--- src/rtl/mux_scan_ctrl_if.sv ---
// Frame handshake between the scan controller and its downstream consumer.
// The master presents frame/frame_valid; the slave answers with frame_ready.
interface mux_scan_ctrl_if;
    logic [3:0] frame;
    logic       frame_valid;
    logic       frame_ready;

    modport master (
        output frame,
        output frame_valid,
        input  frame_ready
    );

    modport slave (
        input  frame,
        input  frame_valid,
        output frame_ready
    );
endinterface

--- src/rtl/mux_scan_ctrl.sv ---
// Scan sequencer for a 4:1 bit mux. Steps sel through channels 0..3, holding
// each for DWELL cycles and sampling the mux output on the last edge of each
// dwell. The four samples are packed into a frame offered downstream with a
// valid/ready handshake, either once per start or continuously.
module mux_scan_ctrl #(
    parameter int unsigned DWELL = 2
) (
    input  logic            clk,
    input  logic            rst,
    input  logic            start,
    input  logic            cont,
    input  logic            y_in,
    output logic [1:0]      sel,
    output logic            busy,
    mux_scan_ctrl_if.master frm
);

    typedef enum logic [1:0] {
        IDLE = 2'd0,
        SCAN = 2'd1,
        HOLD = 2'd2
    } state_t;

    // Terminal dwell count: the edge on which the counter equals this value
    // is the sample edge for the current channel.
    localparam logic [7:0] DWELL_LAST = 8'(DWELL - 1);

    state_t     state;
    logic [7:0] dwell_cnt;
    logic [2:0] shadow;
    logic [3:0] frame_q;
    logic       valid_q;

    assign frm.frame       = frame_q;
    assign frm.frame_valid = valid_q;

    // Scan state machine: dwell timing, channel sampling, frame handshake.
    always_ff @(posedge clk) begin
        if (rst) begin
            state     <= IDLE;
            sel       <= '0;
            busy      <= 1'b0;
            dwell_cnt <= '0;
            shadow    <= '0;
            frame_q   <= '0;
            valid_q   <= 1'b0;
        end else begin
            case (state)
                IDLE: begin
                    if (start) begin
                        state     <= SCAN;
                        sel       <= '0;
                        busy      <= 1'b1;
                        dwell_cnt <= '0;
                    end
                end

                SCAN: begin
                    if (dwell_cnt == DWELL_LAST) begin
                        dwell_cnt <= '0;
                        if (sel == 2'd3) begin
                            // Channel 3 goes straight into the frame; the
                            // shadow only needs to hold channels 0..2.
                            frame_q <= {y_in, shadow};
                            valid_q <= 1'b1;
                            sel     <= '0;
                            state   <= HOLD;
                        end else begin
                            shadow[sel] <= y_in;
                            sel         <= sel + 2'd1;
                        end
                    end else begin
                        dwell_cnt <= dwell_cnt + 8'd1;
                    end
                end

                HOLD: begin
                    if (frm.frame_ready) begin
                        valid_q   <= 1'b0;
                        dwell_cnt <= '0;
                        sel       <= '0;
                        if (cont) begin
                            state <= SCAN;
                        end else begin
                            state <= IDLE;
                            busy  <= 1'b0;
                        end
                    end
                end

                default: begin
                    state <= IDLE;
                    busy  <= 1'b0;
                end
            endcase
        end
    end

endmodule

--- src/flat_wrapper.sv ---
// flat-port wrapper written by rule: the top's interface ports become plain ports
module mux_scan_ctrl_flat 
#(
    parameter int unsigned DWELL = 2
)
  (clk, rst, start, cont, y_in, sel, busy, frm_frame, frm_frame_valid, frm_frame_ready);
  mux_scan_ctrl_if frm_i ();
  input  logic clk;
  input  logic rst;
  input  logic start;
  input  logic cont;
  input  logic y_in;
  output logic [1:0] sel;
  output logic busy;
  output wire logic [$bits(frm_i.frame)-1:0] frm_frame;
  output wire logic [$bits(frm_i.frame_valid)-1:0] frm_frame_valid;
  input wire logic [$bits(frm_i.frame_ready)-1:0] frm_frame_ready;
  assign frm_frame = frm_i.frame;
  assign frm_frame_valid = frm_i.frame_valid;
  assign frm_i.frame_ready = frm_frame_ready;
  mux_scan_ctrl #(.DWELL(DWELL)) u_core (.clk(clk), .rst(rst), .start(start), .cont(cont), .y_in(y_in), .sel(sel), .busy(busy), .frm(frm_i));
endmodule
--- config.mk ---
export PLATFORM = sky130hd
export DESIGN_NAME = mux_scan_ctrl_flat
export DESIGN_NICKNAME = d
export VERILOG_FILES = /design/src/rtl/mux_scan_ctrl_if.sv /design/src/rtl/mux_scan_ctrl.sv /design/src/flat_wrapper.sv
export SDC_FILE = /design/constraint.sdc
export NUM_CORES = 1
export LEC_CHECK = 0
export BUFFER_PORTS_ARGS = -buffer_cell sky130_fd_sc_hd__buf_2
export CAP_MARGIN = 40
export CORE_MARGIN = 10
export CORE_UTILIZATION = 50
export DETAILED_ROUTE_END_ITERATION = 10
export GPL_TIMING_DRIVEN = 0
export PLACE_DENSITY = 0.73
export SYNTH_ARGS = -nofsm -noshare
export SYNTH_HDL_FRONTEND = slang
export SYNTH_SLANG_ARGS = --single-unit
--- constraint.sdc ---
create_clock -name clk -period 1.4 [get_ports clk]
set_input_delay 0.14 -clock clk [delete_from_list [all_inputs] [get_ports clk]]
set_output_delay 0.14 -clock clk [all_outputs]
set_load 0.1 [all_outputs]
==> results.yml, run 1 <==
yosys:
  synth_area_um2: 1101
  synth_xor_area_frac: 0.03182
  ys_seq_area_frac: 0.3818
  syn_avg_cell_area_um2: 9.331
  synth_top_family_by_area: "simple AND/OR/NAND/NOR gates"
  ys_seq_elements: 21
  syn-num-nets: 130
  synthMuxAreaShare: 0.06364
  synth_compound_area_frac: 0.1545
  yosys_warnings: 0
  yosysUniqueCellTypes: 34
  synth_fa_ha_area_frac: 0.06818
  synth-simple-area-share: 0.2648
  syn_inst: 118
power_and_ir_drop:
  ir_worst_vdd_uv: 581.5
  p_per_area_nw_per_um2: 806.3
  power.leakage_nw: 0.5940
  total_power_w: 0.001110
timing:
  slew_violations: 0
  finalHoldViolations: 0
  period_minus_slack_ns: 1.477
  max_freq_mhz: 676.9
  skew_ns: 0.01169
  fin_ws_ns: -0.07743
  fin_crit_sh: 1.055
  tightest_slew_ns: 0.4890
  slew_headroom: 0.6763
  rsz0062_at_grt: "yes"
  finalSetupViolations: 15
clocking:
  cts-root-buf: "clkbuf_4"
  htreeDepth: 1
  cts.sinks: 21
  cts.hold.buffers_added: 0
  numCtsBuffers: 3
  path_clk_slew_ns: 0.12
  clock_latency_ns: 0.31
  clk_path_buf_depth: 2
  cts_tree: "yes"
floorplanning:
  fp.dieH_um: 66.93
  start_util: 0.5446
  io_pins: 14
  die_area_um2: 4479
  core_um2: 2022
  row_count: 16
  fp.dieW_um: 66.93
finish:
  n_fill_cell: 165
  stdcell_count: 170
  syn2layout_area_growth_pct: 25.00
  n_antenna_cell: 0
  layout-drive-gt1-share: 0.3427
  final_nets: 156
place:
  dpl.hpwl_um: 1758
  port_buffers: 12
  dp.cells: 157
  routabilityCongestion: 0.8276
setup_path:
  required_ns: 1.60
  cp-start-kind: "flip-flop"
  crit_family: "compound AO/OA/AOI/OAI gates"
  slowest_delay_ns: 0.37
  worst_setup_path_end_kind: "flip-flop"
  crit_path_max_fanout: 8
  cp_num_buf_inv: 2
  slowest_stage: "dfxtp_4"
  critical_path_class: "flip-flop to flip-flop"
  crit_chain: "inv_4 > ha_4 > nor4b_4 > buf_6 > a21boi_4 > o21ai_4 > o32ai_2"
  worst_ep_arrival_time_ns: 1.68
status:
  violations: "negative setup slack"
  outcome: "finished, violations left"
routing:
  drtAntennaViolNets: 0
  drt_iter0_markers: 61
  wl_per_cell_um: 14.98
  viasPerCell: 5.529
  first_pass_iters: 4
  vias: 940
  drc: 0
  drt_wl_total_um: 2547
grt:
  grtUsageTotal: 0.1234
  grt_start_max_net_pins: 12
  grt_first_pass_wirelength_um: 4374
  overflow: 0
  grt_pass1_vias: 934
  antenna_found_initial: 0
flow_run:
  maxCapViolCount: 0
hold_path:
  hp-class: "input port to flip-flop"
-- placed cells by master, fill, tap and decap left out, drive strengths merged, types with 2 or more instances in the layout --
cell type / netlist / routed
ha: 6 / 6
nand4: 6 / 6
nor2: 18 / 18
nor2b: 4 / 4
inv: 7 / 7
a21oi: 10 / 10
a211oi: 3 / 3
xnor2: 4 / 4
o21ai: 4 / 4
nand2: 2 / 2
buf: 1 / 22
dfxtp: 21 / 21
nand3: 7 / 7
clkbuf: 2 / 6
mux2i: 7 / 7
-- layer usage --
layer	track usage	vias to the layer above	wire length, µm
met5	0	-	0
met4	0.05385	0	38
met3	0.04515	5	156
met2	0.1943	22	1225
met1	0.1461	440	1127
li1	-	473	-
-- where the power goes --
group          internal, W  switching, W  total [W]  leakage, nW
registers         0.000604     0.0000129   0.000616        0.175
logic            0.0000744      0.000121   0.000195        0.404
clock network     0.000111      0.000187   0.000298       0.0150
-- worst reg2reg max path, delay by kind of cell (launching register included) --
| kind | cells | cell delay [ns] |
|---|---|---|
| buf+inv | 2 | 0.23 |
| compound gates | 3 | 0.47 |
| flops | 1 | 0.37 |
| fa+ha+maj | 1 | 0.11 |
| simple gates | 1 | 0.19 |
-- worst paths after layout --
kind | from | end | slack, ns | cells after the start
worst min register to register | u_core.frm.frame_valid | u_core.frm.frame_valid | 0.49 | 2
worst max-delay path | u_core.dwell_cnt[1] | u_core.sel[1] | -0.08 | 7
worst min-delay path | y_in | u_core.shadow[1] | 0.12 | 3
worst max register to register | u_core.dwell_cnt[1] | u_core.sel[1] | -0.08 | 7
-- cell type report --
cell class                      instances  area (µm²)  area share
Clock buffer                            4       26.28     0.01909
Multi-Input combinational cell         87       695.7      0.5055
Sequential cell                        21       445.4      0.3236
Tap cell                               27       33.78     0.02455
Buffer                                  3       15.01     0.01091
Inverter                                7       28.78     0.02091
Timing Repair Buffer                   21       131.4     0.09545
-- cell usage after synthesis --
cell	number	area (µm²)
nor3_2	1	10.01
nand3b_4	1	20.02
a22oi_1	1	7.510
o31ai_1	1	7.510
nor4b_4	1	23.77
xnor2_1	4	35.03
and2_4	1	8.760
or4_4	1	11.26
ha_1	6	75.07
a21oi_2	1	8.760
o2111ai_1	1	8.760
mux2i_1	7	70.07
nand4b_1	1	8.760
a21boi_4	1	18.77
o32ai_1	1	8.760
clkbuf_1	2	7.510
nand2_1	2	7.510
a21oi_1	9	45.04
dfxtp_1	21	420.4
o21bai_4	1	18.77
nor2_1	18	67.56
and2b_1	1	7.510
o21ai_0	3	15.01
buf_2	1	5.000
nand3_1	7	35.03
nor2b_1	4	25.02
inv_1	7	26.28
nand4_1	5	31.28
or2b_1	1	7.510
nand4_2	1	12.51
nand2b_1	1	6.260
or3b_2	1	8.760
a211oi_1	3	22.52
o21ai_2	1	8.760
-- state kept, by name, summed over array words and instances, names as in the netlist --
name,flops
u_core.frm.frame_valid,1
u_core.state,2
u_core.sel,2
u_core.shadow,3
u_core.busy,1
u_core.frm.frame,4
u_core.dwell_cnt,8
-- per-stage QoR --
step                      hold slack, ns  TNS, ns    util  instance area, µm²  setup WS [ns]
final                             0.1235  -0.4374  0.6807                1376       -0.07743
after global routing              0.1347   -1.996  0.6807                1376        -0.1673
after CTS                         0.1252  -0.1949  0.6702                1355       -0.04651
after detailed placement          0.4374   -4.228  0.6139                1241        -0.2872
after global placement            0.4250   -3.108  0.6139                1241        -0.2587
after floorplan                   0.2839  -0.3050       -                1147       -0.05836
-- kinds of logic after synthesis --
kind of cell    count (synthesis)
flops                          21
fa+ha+maj                       6
mux                             7
compound gates                 23
simple gates                   47
buf+inv                        10
xor+xnor                        4
-- what timing repair did --
| action | 4_1_cts | 5_1_grt |
|---|---|---|
| buffers inserted | 8 | 1 |
| endpoints found under the hold margin | 0 | 0 |
| resized for setup | 9 | 2 |
| pin swaps | 4 | 6 |
| setup endpoints to repair | 20 | 18 |
(Power assumes the default switching activity.)
==> run 2: changes to the inputs <==
- ABC_CLOCK_PERIOD_IN_PS: not set -> 1400
- CELL_PAD_IN_SITES_DETAIL_PLACEMENT: not set -> 2
- CELL_PAD_IN_SITES_GLOBAL_PLACEMENT: not set -> 2
- CORE_ASPECT_RATIO: not set -> 2
- CORE_UTILIZATION: 50 -> 31
- PLACE_DENSITY: 0.73 -> not set
- PLACE_DENSITY_LB_ADDON: not set -> 0.1
- REMOVE_ABC_BUFFERS: not set -> 1
==> run 2 against run 1 <==
Critical path depth increased by 1. Sequential power increased by 0.8%. The flow still finishes with violations (negative setup slack). Sequential share of layout area decreased by 2.8 points. Final area increased by 6.7%. Count of clock-buffer cells in the layout decreased by 1. Power increased by 12%. Largest power group unchanged.
==> results.yml, run 2 (same netlist as run 1, synthesis figures left out) <==
hold_path:
  hp-class: "input port to flip-flop"
  whs_path_depth: 3
finish:
  n_fill_cell: 365
  largest_reg_flops: 8
  final_common_cell: "dfxtp_1"
  seq_area_um2: 434.2
  final_nets: 156
  layout-drive-gt1-share: 0.3776
  n_antenna_cell: 0
  final_util: 0.4300
  design_area_um2: 1469
  regMostFlops: "u_core.dwell_cnt"
  most-common-layout-cells: "16 x dfxtp_1, 14 x nor2_1, 13 x buf_2"
  multiInputGateArea_um2: 715.7
  syn2layout_area_growth_pct: 33.41
place:
  routabilityCongestion: 0.7344
  dpl.hpwl_um: 2357
  dpl_cell_area_um2: 1214
  preCtsSetupSlack_ns: -0.6041
  port_buffers: 13
setup_path:
  rr_worst_depth: 8
  required_ns: 1.60
  crit_path_max_fanout: 8
  worst_ep_arrival_time_ns: 1.72
  cp-start-kind: "flip-flop"
  critical_path_class: "flip-flop to flip-flop"
  worst_setup_path_end_kind: "flip-flop"
routing:
  drtAntennaViolNets: 0
  viasPerCell: 4.958
  wl_per_cell_um: 16.85
  first_pass_iters: 4
  drc: 0
  drt_wl_total_um: 3219
  vias: 947
  drt_iter0_markers: 13
timing:
  fin_ws_ns: -0.1206
  skew_ns: 0.007622
  slew_headroom: 0.6738
  period_minus_slack_ns: 1.521
  hold_ws_ns: 0.1874
  slew_violations: 0
  tightest_slew_ns: 0.4927
  max_freq_mhz: 657.6
  fin_crit_sh: 1.086
  rsz0062_at_grt: "yes"
  finalHoldViolations: 0
  finalSetupViolations: 18
power_and_ir_drop:
  ir_worst_vdd_uv: 486.3
  p_per_area_nw_per_um2: 844.5
  power.leakage_nw: 0.6103
clocking:
  htreeDepth: 1
  cts.sinks: 21
  clk_path_buf_depth: 2
  path_clk_slew_ns: 0.08
  cts-root-buf: "clkbuf_8"
  clock_latency_ns: 0.26
  numCtsBuffers: 3
  cts_tree: "yes"
floorplanning:
  core_um2: 3416
  row_count: 30
  fp.dieW_um: 62.14
  io_pins: 14
  start_util: 0.3223
  die_area_um2: 6480
  fp.dieH_um: 104.3
grt:
  grt_start_max_net_pins: 18
  overflow: 0
  grtUsageTotal: 0.1030
  grt_pass1_vias: 1156
  antenna_found_initial: 0
  grt_first_pass_wirelength_um: 5444
flow_run:
  maxCapViolCount: 0
status:
  outcome: "finished, violations left"
  violations: "negative setup slack"
==> run 2: per-stage QoR <==
step | setup TNS, ns | power (W) | std cells
detailed placement | -8.047 | 0.0007948 | 176
CTS | -1.241 | 0.001248 | 189
global placement | -5.652 | 0.0007870 | 176
global route | -2.669 | 0.001305 | 191
finish | -1.057 | 0.001240 | 191
floorplan | -6.020 | 0.0007425 | 115
==> run 2: power breakdown <==
group | total, W | leakage, nW | internal (W) | switching [W]
clock network | 0.000407 | 0.0255 | 0.000198 | 0.000208
logic | 0.000213 | 0.412 | 0.0000837 | 0.000129
registers | 0.000621 | 0.173 | 0.000606 | 0.0000146
total | 0.00124 | 0.610 | 0.000888 | 0.000352
==> run 2: critical path, cell delays in order, from the launching register on <==
cell	delay [ns]
dfxtp_4	0.37
inv_4	0.04
ha_4	0.14
nor4b_4	0.12
buf_6	0.14
a21boi_4	0.30
o21ai_4	0.12
buf_12	0.15
a21oi_2	0.08
==> run 2: routing by layer <==
layer  track usage  routed length [µm]  vias to the layer above
met5             0                   0                        -
met4       0.03454                  31                        0
met3       0.02157                  86                        2
met2        0.2140                2035                        9
met1       0.08955                1066                      472
li1              -                   -                      464
==> run 2: final timing paths <==
path                                from                      to  slack, ns
setup reg to reg     u_core.dwell_cnt[1]     u_core.dwell_cnt[7]      -0.12
setup / recovery     u_core.dwell_cnt[1]     u_core.dwell_cnt[7]      -0.12
hold / removal                      y_in        u_core.shadow[0]       0.19
hold reg to reg   u_core.frm.frame_valid  u_core.frm.frame_valid       0.47
==> run 2: cell type report <==
| type | instances | share of cell area |
|---|---|---|
| multi-input cells | 87 | 0.4872 |
| flip-flops and latches | 21 | 0.2956 |
| repair buffers | 24 | 0.1252 |
| well taps | 48 | 0.04089 |
| clock buffers | 3 | 0.02811 |
| inverters | 7 | 0.01959 |
| clock inverters | 1 | 0.003407 |
==> run 2: timing repair <==
item / 4_1_cts / 5_1_grt
pin swaps: 9 / 10
setup buffers: 9 / 2
hold buffers: 0 / 0
resized for setup: 20 / 10
setup endpoints to repair: 20 / 19
==> run 3: changes to the inputs <==
- CELL_PAD_IN_SITES_DETAIL_PLACEMENT: 2 -> 1
==> run 3 against run 2 <==
The flow still finishes with violations (negative setup slack). Utilization decreased by 0.22 points. Final area decreased by 0.51%. Worst setup slack improved by 0.019 ns. Largest power group unchanged. Highest routed layer unchanged.
==> results.yml, run 3 (same netlist as run 1, synthesis figures left out) <==
timing:
  finalHoldViolations: 0
  rsz0062_at_grt: "yes"
  skew_ns: 0.003735
  slew_violations: 0
  tightest_slew_ns: 0.4912
  fin_crit_sh: 1.072
  slew_headroom: 0.6748
  fin_ws_ns: -0.1015
  finalSetupViolations: 17
  hold_ws_ns: 0.1715
  max_freq_mhz: 666.0
  period_minus_slack_ns: 1.501
grt:
  grt_first_pass_wirelength_um: 4885
  grtUsageTotal: 0.09258
  grt_pass1_vias: 1053
  overflow: 0
  grt_start_max_net_pins: 18
  antenna_found_initial: 0
finish:
  syn2layout_area_growth_pct: 32.73
  regMostFlops: "u_core.dwell_cnt"
  final_common_cell: "nor2_1"
  n_fill_cell: 391
  n_antenna_cell: 0
  most-common-layout-cells: "17 x nor2_1, 16 x dfxtp_1, 13 x buf_2"
  final_nets: 159
  layout-drive-gt1-share: 0.3767
  final_util: 0.4278
  largest_reg_flops: 8
routing:
  drt_iter0_markers: 12
  wl_per_cell_um: 15.08
  drt_wl_total_um: 2925
  drc: 0
  vias: 953
  drtAntennaViolNets: 0
  viasPerCell: 4.912
  first_pass_iters: 4
clocking:
  cts_tree: "yes"
  path_clk_slew_ns: 0.08
  numCtsBuffers: 3
  clock_latency_ns: 0.26
  cts-root-buf: "clkbuf_8"
  cts.hold.buffers_added: 0
  cts.sinks: 21
  htreeDepth: 1
  clk_path_buf_depth: 2
status:
  outcome: "finished, violations left"
  violations: "negative setup slack"
setup_path:
  critical_path_class: "flip-flop to flip-flop"
  worst_setup_path_end_kind: "flip-flop"
  rr_worst_depth: 8
  rrSetupSlack_ns: -0.10
  cp-start-kind: "flip-flop"
  crit_path_max_fanout: 8
  worst_ep_arrival_time_ns: 1.66
  required_ns: 1.56
floorplanning:
  io_pins: 14
  fp.dieW_um: 62.14
  fp.dieH_um: 104.3
  row_count: 30
  start_util: 0.3223
  die_area_um2: 6480
  core_um2: 3416
power_and_ir_drop:
  power_frac_comb: 0.175
  ir_worst_vdd_uv: 552.1
  seqPwrFrac: 0.498
  switching_share: 0.2802
  clkPwrFrac: 0.326
  power.leakage_nw: 0.6283
  p_sw_w: 0.0003486
  p_per_area_nw_per_um2: 851.4
  intPower_w: 0.0008957
hold_path:
  hp-class: "input port to flip-flop"
  whs_path_depth: 3
place:
  port_buffers: 13
  routabilityCongestion: 0.7344
  dpl.hpwl_um: 2124
  preCtsSetupSlack_ns: -0.5280
flow_run:
  maxCapViolCount: 0
==> run 3: critical path, cell delays in order (launching register included) <==
cell	delay, ns
dfxtp_4	0.36
inv_4	0.06
ha_4	0.11
nor4b_4	0.18
buf_4	0.19
a21boi_4	0.10
o21ai_4	0.23
buf_12	0.14
nor2_1	0.04
==> run 3: routing by layer <==
layer | wire [µm] | global-route usage
met1 | 996 | 0.07960
met2 | 1774 | 0.1846
met3 | 85 | 0.02265
met4 | 68 | 0.04605
met5 | 0 | 0
==> run 3: power by group through the flow <==
stage          clock [W]  sequential (W)  combinational (W)
2_1_floorplan          0        0.000668          0.0000749
3_3_place_gp           0        0.000639           0.000148
3_5_place_dp           0        0.000640           0.000151
4_1_cts         0.000425        0.000620           0.000208
5_1_grt         0.000444        0.000622           0.000238
6_report        0.000406        0.000620           0.000218
==> run 3: worst paths after layout <==
path	startpoint	end
min reg2reg	u_core.frm.frame_valid	u_core.frm.frame_valid
max	u_core.dwell_cnt[1]	u_core.dwell_cnt[5]
min	y_in	u_core.shadow[0]
max reg2reg	u_core.dwell_cnt[1]	u_core.dwell_cnt[5]
==> run 3: final cells by class <==
class                   count  area (µm²)  area share
well taps                  48       60.06     0.04110
clock inverters             1       5.005    0.003425
clock buffers               3       41.29     0.02825
repair buffers             27       186.4      0.1276
flip-flops and latches     21       436.7      0.2988
multi-input cells          87       703.2      0.4812
inverters                   7       28.78     0.01969
==> run 3: through the flow <==
| step | power, W | cells | setup TNS (ns) | area (µm²) |
|---|---|---|---|---|
| 2_1_floorplan | 0.0007425 | 115 | -6.020 | 1089 |
| 3_3_place_gp | 0.0007870 | 176 | -5.652 | 1214 |
| 3_5_place_dp | 0.0007906 | 176 | -6.272 | 1214 |
| 6_report | 0.001244 | 194 | -0.9809 | 1461 |
| 4_1_cts | 0.001253 | 192 | -0.7587 | 1428 |
| 5_1_grt | 0.001304 | 194 | -2.740 | 1461 |
==> run 3: timing repair <==
action,4_1_cts,5_1_grt
resized for setup,18,5
setup buffers,12,3
hold endpoints to repair,0,0
pin swaps,7,4
setup endpoints to repair,20,19
